**src/rtl/lfsr_pkg.sv**
```systemverilog
// lfsr_pkg: shared types and LFSR helpers for the noise bank
package lfsr_pkg;
   typedef enum logic [1:0] {IDLE, FREE, BURST, DRAIN} fsm_t;
   // maximal-length feedback masks indexed by width
   localparam logic [31:0] DEFAULT_TAPS [4:32] = '{
      32'h0000_000C, 32'h0000_0014, 32'h0000_0030, 32'h0000_0060, 32'h0000_00B8,
      32'h0000_0110, 32'h0000_0240, 32'h0000_0500, 32'h0000_0E08, 32'h0000_1C80,
      32'h0000_3802, 32'h0000_6000, 32'h0000_D008, 32'h0001_2000, 32'h0002_0400,
      32'h0007_2000, 32'h0009_0000, 32'h0014_0000, 32'h0030_0000, 32'h0042_0000,
      32'h00E1_0000, 32'h0120_0000, 32'h0200_0023, 32'h0400_0013, 32'h0900_0000,
      32'h1400_0000, 32'h2000_0029, 32'h4800_0000, 32'h8020_0003};
   function automatic logic [31:0] wmask(input int w);
      return (w >= 32) ? '1 : (32'd1 << w) - 32'd1;
   endfunction
   function automatic logic [31:0] lfsr_next(input logic [31:0] s, input logic [31:0] taps, input int w);
      return ((s << 1) | {31'd0, ^(s & taps & wmask(w))}) & wmask(w);
   endfunction
   function automatic logic [31:0] ch_seed(input logic [31:0] seed, input int i, input int w);
      logic [31:0] r;
      r = seed & wmask(w);
      for (int k = 0; k < i % w; k++) r = ((r << 1) | {31'd0, r[w-1]}) & wmask(w);
      return r;
   endfunction
endpackage

```
**src/rtl/lfsr_noise_bank_if.sv**
```systemverilog
// lfsr_noise_bank_if: valid/ready output stream carrying one word per channel
interface lfsr_noise_bank_if #(parameter int WIDTH = 16, parameter int NCH = 4);
   logic valid;
   logic ready;
   logic [NCH*WIDTH-1:0] data;
   modport master (output valid, output data, input ready);
   modport slave (input valid, input data, output ready);
endinterface

```
**src/rtl/lfsr_lane.sv**
```systemverilog
// lfsr_lane: one channel's Fibonacci LFSR state with load and step
module lfsr_lane import lfsr_pkg::*; #(
   parameter int WIDTH = 16,
   parameter logic [WIDTH-1:0] TAPS = WIDTH'(DEFAULT_TAPS[WIDTH]),
   parameter logic [WIDTH-1:0] RST_SEED = WIDTH'(1)
) (
   input  logic             clk,
   input  logic             rst,
   input  logic             load,
   input  logic             step,
   input  logic [WIDTH-1:0] load_data,
   output logic [WIDTH-1:0] state
);
   always_ff @(posedge clk)
      if (rst) state <= RST_SEED;
      else if (load) state <= load_data;
      else if (step) state <= WIDTH'(lfsr_next(32'(state), 32'(TAPS), WIDTH));
   a_nonzero: assert property (@(posedge clk) disable iff (rst) state != '0);
endmodule

```
**src/rtl/lfsr_noise_bank.sv**
```systemverilog
// lfsr_noise_bank: multi-channel LFSR noise source with free-run/burst modes and a backpressured stream
module lfsr_noise_bank import lfsr_pkg::*; #(
   parameter int WIDTH = 16,
   parameter int NCH = 4,
   parameter logic [WIDTH-1:0] TAPS = WIDTH'(16'hB400),
   parameter logic [WIDTH-1:0] SEED = WIDTH'(16'hACE1),
   parameter int CHW = (NCH > 1) ? $clog2(NCH) : 1
) (
   input  logic             clk,
   input  logic             rst,
   input  logic             en,
   input  logic             mode,
   input  logic             start,
   input  logic             stop,
   input  logic [15:0]      burst_len,
   output logic             busy,
   output logic             done,
   input  logic             seed_valid,
   output logic             seed_ready,
   input  logic [CHW-1:0]   seed_ch,
   input  logic [WIDTH-1:0] seed_data,
   lfsr_noise_bank_if.master stream
);
   if (WIDTH < 4 || WIDTH > 32 || NCH < 1 || SEED == '0 || !TAPS[WIDTH-1]) begin : g_bad
      $error("lfsr_noise_bank: illegal parameter set");
   end
   fsm_t fsm, nxt;
   logic [15:0] remaining;
   logic ov, dn, step, seed_take;
   logic [NCH*WIDTH-1:0] od, states;
   assign busy = fsm != IDLE;
   assign seed_ready = (fsm == IDLE) & ~rst;
   assign seed_take = seed_valid & seed_ready;
   assign step = en & (fsm == FREE | fsm == BURST) & (~ov | stream.ready);
   assign stream.valid = ov;
   assign stream.data = od;
   // a zero seed would lock the lane, so it falls back to the channel's reset seed
   for (genvar i = 0; i < NCH; i++) begin : g_lane
      localparam logic [WIDTH-1:0] CS = WIDTH'(ch_seed(32'(SEED), i, WIDTH));
      lfsr_lane #(.WIDTH(WIDTH), .TAPS(TAPS), .RST_SEED(CS)) u_lane (
         .clk(clk),
         .rst(rst),
         .load(seed_take & (seed_ch == CHW'(i))),
         .step(step),
         .load_data((seed_data == '0) ? CS : seed_data),
         .state(states[i*WIDTH +: WIDTH])
      );
   end
   always_comb begin
      nxt = fsm;
      dn = 1'b0;
      unique case (fsm)
         IDLE: if (start) begin
            nxt = mode ? ((burst_len != 16'd0) ? BURST : IDLE) : FREE;
            dn = mode & (burst_len == 16'd0);
         end
         FREE: nxt = stop ? DRAIN : FREE;
         BURST: nxt = (stop | (step & remaining == 16'd1)) ? DRAIN : BURST;
         DRAIN: if (~ov | stream.ready) begin
            nxt = IDLE;
            dn = 1'b1;
         end
         default: nxt = IDLE;
      endcase
   end
   always_ff @(posedge clk)
      if (rst) begin
         fsm <= IDLE;
         remaining <= 16'd0;
         ov <= 1'b0;
         od <= '0;
         done <= 1'b0;
      end else begin
         fsm <= nxt;
         done <= dn;
         remaining <= (fsm == IDLE & start & mode) ? burst_len : (fsm == BURST & step) ? remaining - 16'd1 : remaining;
         if (step) begin
            od <= states;
            ov <= 1'b1;
         end else if (stream.ready) ov <= 1'b0;
      end
endmodule

```
**src/flat_wrapper.sv**
```systemverilog
// flat-port wrapper written by rule: the top's interface ports become plain ports
module lfsr_noise_bank_flat import lfsr_pkg::*;
#(
   parameter int WIDTH = 16,
   parameter int NCH = 4,
   parameter logic [WIDTH-1:0] TAPS = WIDTH'(16'hB400),
   parameter logic [WIDTH-1:0] SEED = WIDTH'(16'hACE1),
   parameter int CHW = (NCH > 1) ? $clog2(NCH) : 1
)
  (clk, rst, en, mode, start, stop, burst_len, busy, done, seed_valid, seed_ready, seed_ch, seed_data, stream_valid, stream_data, stream_ready);
  lfsr_noise_bank_if #(.WIDTH(WIDTH), .NCH(NCH)) stream_i ();
  input  logic clk;
  input  logic rst;
  input  logic en;
  input  logic mode;
  input  logic start;
  input  logic stop;
  input  logic [15:0] burst_len;
  output logic busy;
  output logic done;
  input  logic seed_valid;
  output logic seed_ready;
  input  logic [CHW-1:0] seed_ch;
  input  logic [WIDTH-1:0] seed_data;
  output wire logic [$bits(stream_i.valid)-1:0] stream_valid;
  output wire logic [$bits(stream_i.data)-1:0] stream_data;
  input wire logic [$bits(stream_i.ready)-1:0] stream_ready;
  assign stream_valid = stream_i.valid;
  assign stream_data = stream_i.data;
  assign stream_i.ready = stream_ready;
  lfsr_noise_bank #(.WIDTH(WIDTH), .NCH(NCH), .TAPS(TAPS), .SEED(SEED), .CHW(CHW)) u_core (.clk(clk), .rst(rst), .en(en), .mode(mode), .start(start), .stop(stop), .burst_len(burst_len), .busy(busy), .done(done), .seed_valid(seed_valid), .seed_ready(seed_ready), .seed_ch(seed_ch), .seed_data(seed_data), .stream(stream_i));
endmodule
```
**config.mk**
```make
export PLATFORM = sky130hd
export DESIGN_NAME = lfsr_noise_bank_flat
export DESIGN_NICKNAME = d
export VERILOG_FILES = /design/src/rtl/lfsr_pkg.sv /design/src/rtl/lfsr_noise_bank_if.sv /design/src/rtl/lfsr_lane.sv /design/src/rtl/lfsr_noise_bank.sv /design/src/flat_wrapper.sv
export SDC_FILE = /design/constraint.sdc
export NUM_CORES = 1
export LEC_CHECK = 0
export BUFFER_PORTS_ARGS = -buffer_cell sky130_fd_sc_hd__buf_4
export CORE_MARGIN = 1.5
export CORE_UTILIZATION = 50
export CTS_CLUSTER_DIAMETER = 150
export CTS_CLUSTER_SIZE = 40
export DETAILED_ROUTE_END_ITERATION = 10
export PLACE_DENSITY = 0.85
export SKIP_LAST_GASP = 1
export SYNTH_ARGS = -nofsm -noshare
export SYNTH_HDL_FRONTEND = slang
export SYNTH_SLANG_ARGS = --single-unit
```
**constraint.sdc**
```tcl
create_clock -name clk -period 2 [get_ports clk]
set_input_delay 0 -clock clk [delete_from_list [all_inputs] [get_ports clk]]
set_output_delay 0 -clock clk [all_outputs]
set_load 0.05 [all_outputs]
```
==> results.md <==
- IO buf count: 109
- P per Cell Area: 1410 mW/mm^2
- Drc violations: 0
- Slew margin rel.: 50.1%
- Core Footprint: approximately 0.012 mm^2
- CP required: approximately 2.4 ns
- FF-to-FF path depth: 4
- Hold Path End: u_core.fsm[0]
- DP Worst Slack: -0.0625 ns
- Nets: 961
- Clk_lat worst skew: 0.42 ns
- Final period util: 100%
- Skew final: 0.00620 ns
- Post-Syn Instances: 773
- Fin. Hold Viols: 0
- Actual slew at the worst max-slew pin: 0.749 ns
- RePlAce Congestion: 0.916
- Cell Area, Placed: around 0.0074 mm^2
- Final setup vio count: 0
- Initial DRC Count: ~730
- Worst hold path startpoint: stop
- Status: completed
- Via density: 5.89
- Clk root buf: clkbuf_16
- Num CTS Buffers: 17
- R2R Path End: u_core.remaining[11]
- First-pass GRT wire length: a little under 30000 um
- Mean Syn Cell Area: about 8.1 um^2
- CP Max Fanout: 8
- Largest net degree at the start of global routing: 72
- CP bufs+invs: 0
- Yosys reg bits: 148
- Crit path kind: reg2reg
- Critical Path End Type: flip-flop
- Slack of the critical path: 0.000627 ns
- Post-synth cell types: 41
- Final WL: 18900 um
- Ports: 110
- Row count: 40
- Max Root-Sink Buffers: 2
- Gr usage total: 28.8%
- Crit-path cells: or3_4 > or4_4 > or4_4 > a31oi_1
- DR WL met3: 1940 um
- FFs w/ async S/R, synth: 0%
- Die ar.: 0.0132 mm^2
- Antenna-violating nets left: 0
- Crit path DAT: 2.35 ns
- Highest routed metal layer: met4
- Achievable clock frequency: 500 MHz
- Cell mode on critical path: or4_4
- VDD IR-drop max: 0.694 mV
- Initial antenna violation count: 0
- Setup tns final: 0 ns
- CP startpoint kind: flip-flop
- Final Util: 70.2%
- Crit Reg-Reg Startpoint: u_core.remaining[2]
- Crit-path leading delay family: simple AND/OR/NAND/NOR gates
- Share of cells above drive strength 1: 21.8%
- H-Tree Depth: 4
- Post-route design area: ~0.0085 mm^2
- Via Count: 6430
- Die height: 115 um
- Period minus WS final: about 2 ns
- Seq/Total Area, Yosys: 47.2%
- Post-Syn Area: about 0.0063 mm^2
- CTS clock-pin slew for the worst setup and hold paths: 0.06 ns
- Internal reg-to-reg setup slack: 0.0006 ns
- Die width: 115 um
- CP max stage cell: or4_4
- Vias in the first global route: 5939
- P&R area growth vs syn: 35.6%
- Power consumption: about 12 mW
- Hold/Removal Path Class: in2reg
- RSZ-0062 raised after global routing: yes
- CP max stage delay: about 0.55 ns
- CTS tree: yes
- Starting Density: 51.8%
- Avg WL per Cell: 17.3 um
- Router iterations before antenna repair: 5
- Total grt overflow: 0
- Post-DP HPWL: 11800 um
- Synth warn: 0
- Max-cap violations: 0
- Inserted Diodes: 0
- Fin. max-slew vios: 0
- Met2 WL: 8950 um
- Min-Delay Path Depth: 4
- Routed met1 length: 7460 um
- Synth Net Count: a little over 800
- Post-synth EDFFs: 0
- Leakage: 3.39 nW
- Clk sinks: 148
- Ys flop type: dfxtp_1
power by group:
part           total (mW)  internal (mW)  switching (mW)  leakage (nW)
logic                4.45           1.71            2.74          1.87
clock network        3.47           2.30            1.18         0.315
registers            4.11           3.63           0.481          1.21
metrics by stage:
| step | cells | hold WS (ns) |
|---|---|---|
| after CTS | 1086 | 0.0219 |
| final | 1091 | 0.0168 |
| after global routing | 1091 | 0.0568 |
| after detailed placement | 1022 | 0.234 |
| after global placement | 1022 | 0.229 |
| after floorplan | 773 | 0.103 |
cell usage after synthesis (2+ instances only):
master / count / area share (%)
o221ai_1: 3 / 0.42
nor4_1: 10 / 1.0
nand2b_1: 2 / 0.20
nor3_1: 30 / 2.4
clkbuf_1: 62 / 3.7
or2_2: 3 / 0.30
ha_1: 7 / 1.4
nor2_1: 45 / 2.7
nand4_1: 3 / 0.30
and2_1: 3 / 0.30
a31oi_1: 10 / 1.0
or4_1: 10 / 1.2
nor3b_1: 2 / 0.24
inv_1: 7 / 0.42
or3_2: 2 / 0.24
and3_1: 30 / 3.0
nand2_1: 165 / 9.9
a211o_1: 2 / 0.28
a21oi_1: 71 / 5.7
xor2_1: 7 / 0.98
or3_1: 2 / 0.20
xnor2_1: 11 / 1.5
nand3_1: 3 / 0.24
a211oi_1: 32 / 3.8
or4_4: 2 / 0.36
a311oi_1: 32 / 4.5
nand4b_1: 3 / 0.42
o21ai_0: 47 / 3.7
dfxtp_1: 148 / 47
o31ai_1: 8 / 0.96
layout by cell type (no fill, tap or decap), types with 4 or more instances in the layout:
cell             n
nand2_1        164
xnor2_1         11
clkbuf_16       17
nor2_1          44
a21oi_1         71
xor2_1           7
bufinv_16        5
or4_4            4
ha_1             5
and3_1          30
inv_1            5
a211oi_1        32
o21ai_0         47
dfxtp_1        147
nor4_1          10
nor3_1          30
a311oi_1        32
dlygate4sd3_1   34
or4_1            8
buf_4          142
a31oi_1         10
o31ai_1          8
buf_12           6
layout make-up:
type | count | area (um^2)
clock buffer | 21 | 470
clock inverter | 9 | 176
fill | 907 | 3600
inverter | 7 | 26.3
multi-input combinational | 554 | 3120
sequential | 148 | 2960
tap | 168 | 210
timing repair buffer | 184 | 1540
worst max-delay path by stage:
stage,from,to,slack (ns),depth (start not counted)
2_1_floorplan,u_core.fsm[0],u_core.g_lane[3].u_lane.state[11],-0.04,9
5_1_grt,u_core.remaining[9],u_core.remaining[15],-0.06,4
3_5_place_dp,u_core.fsm[1],u_core.remaining[12],-0.06,6
3_3_place_gp,u_core.fsm[1],u_core.remaining[11],0.04,6
4_1_cts,u_core.fsm[1],u_core.remaining[12],0.005,6
6_report,u_core.remaining[2],u_core.remaining[11],0.0006,4
metal layers:
| metal | global-route usage [%] | vias up |
|---|---|---|
| met5 | 0 | - |
| met4 | 11.2 | 0 |
| met3 | 7.64 | 52 |
| met2 | 46.9 | 334 |
| met1 | 36.8 | 3008 |
| li1 | - | 3036 |
what timing repair did:
action	4_1_cts	5_1_grt
setup buffers	0	5
resized for setup	4	12
setup endpoints to repair	8	67
pin swaps	0	4
hold buffers	34	0
endpoints found under the hold margin	74	0
worst min-delay path, cell delays in order:
cell	delay, ns
buf_4	0.10
a211o_1	0.12
a31oi_1	0.04
o21ai_0	0.14
cells by family (layout without fill, tap and decap cells):
kind of cell             count (synthesis)  in the layout  share of synthesized area (%)
flip-flops                             148            148                           47.2
adder cells (fa/ha/maj)                  7              7                           1.40
AO/OA/AOI/OAI                          209            209                           20.9
AND/OR/NAND/NOR                        320            320                           23.7
buffers and inverters                   71            221                           4.31
XOR/XNOR                                18             18                           2.51
registers in the layout, indices dropped and copies added, names as in the netlist:
signal / flops
u_core.done: 1
u_core.fsm: 2
u_core.g_lane.u_lane.state: 64
u_core.remaining: 16
u_core.stream.data: 64
u_core.stream.valid: 1
No activity file was read; power rests on OpenSTA's default activity.
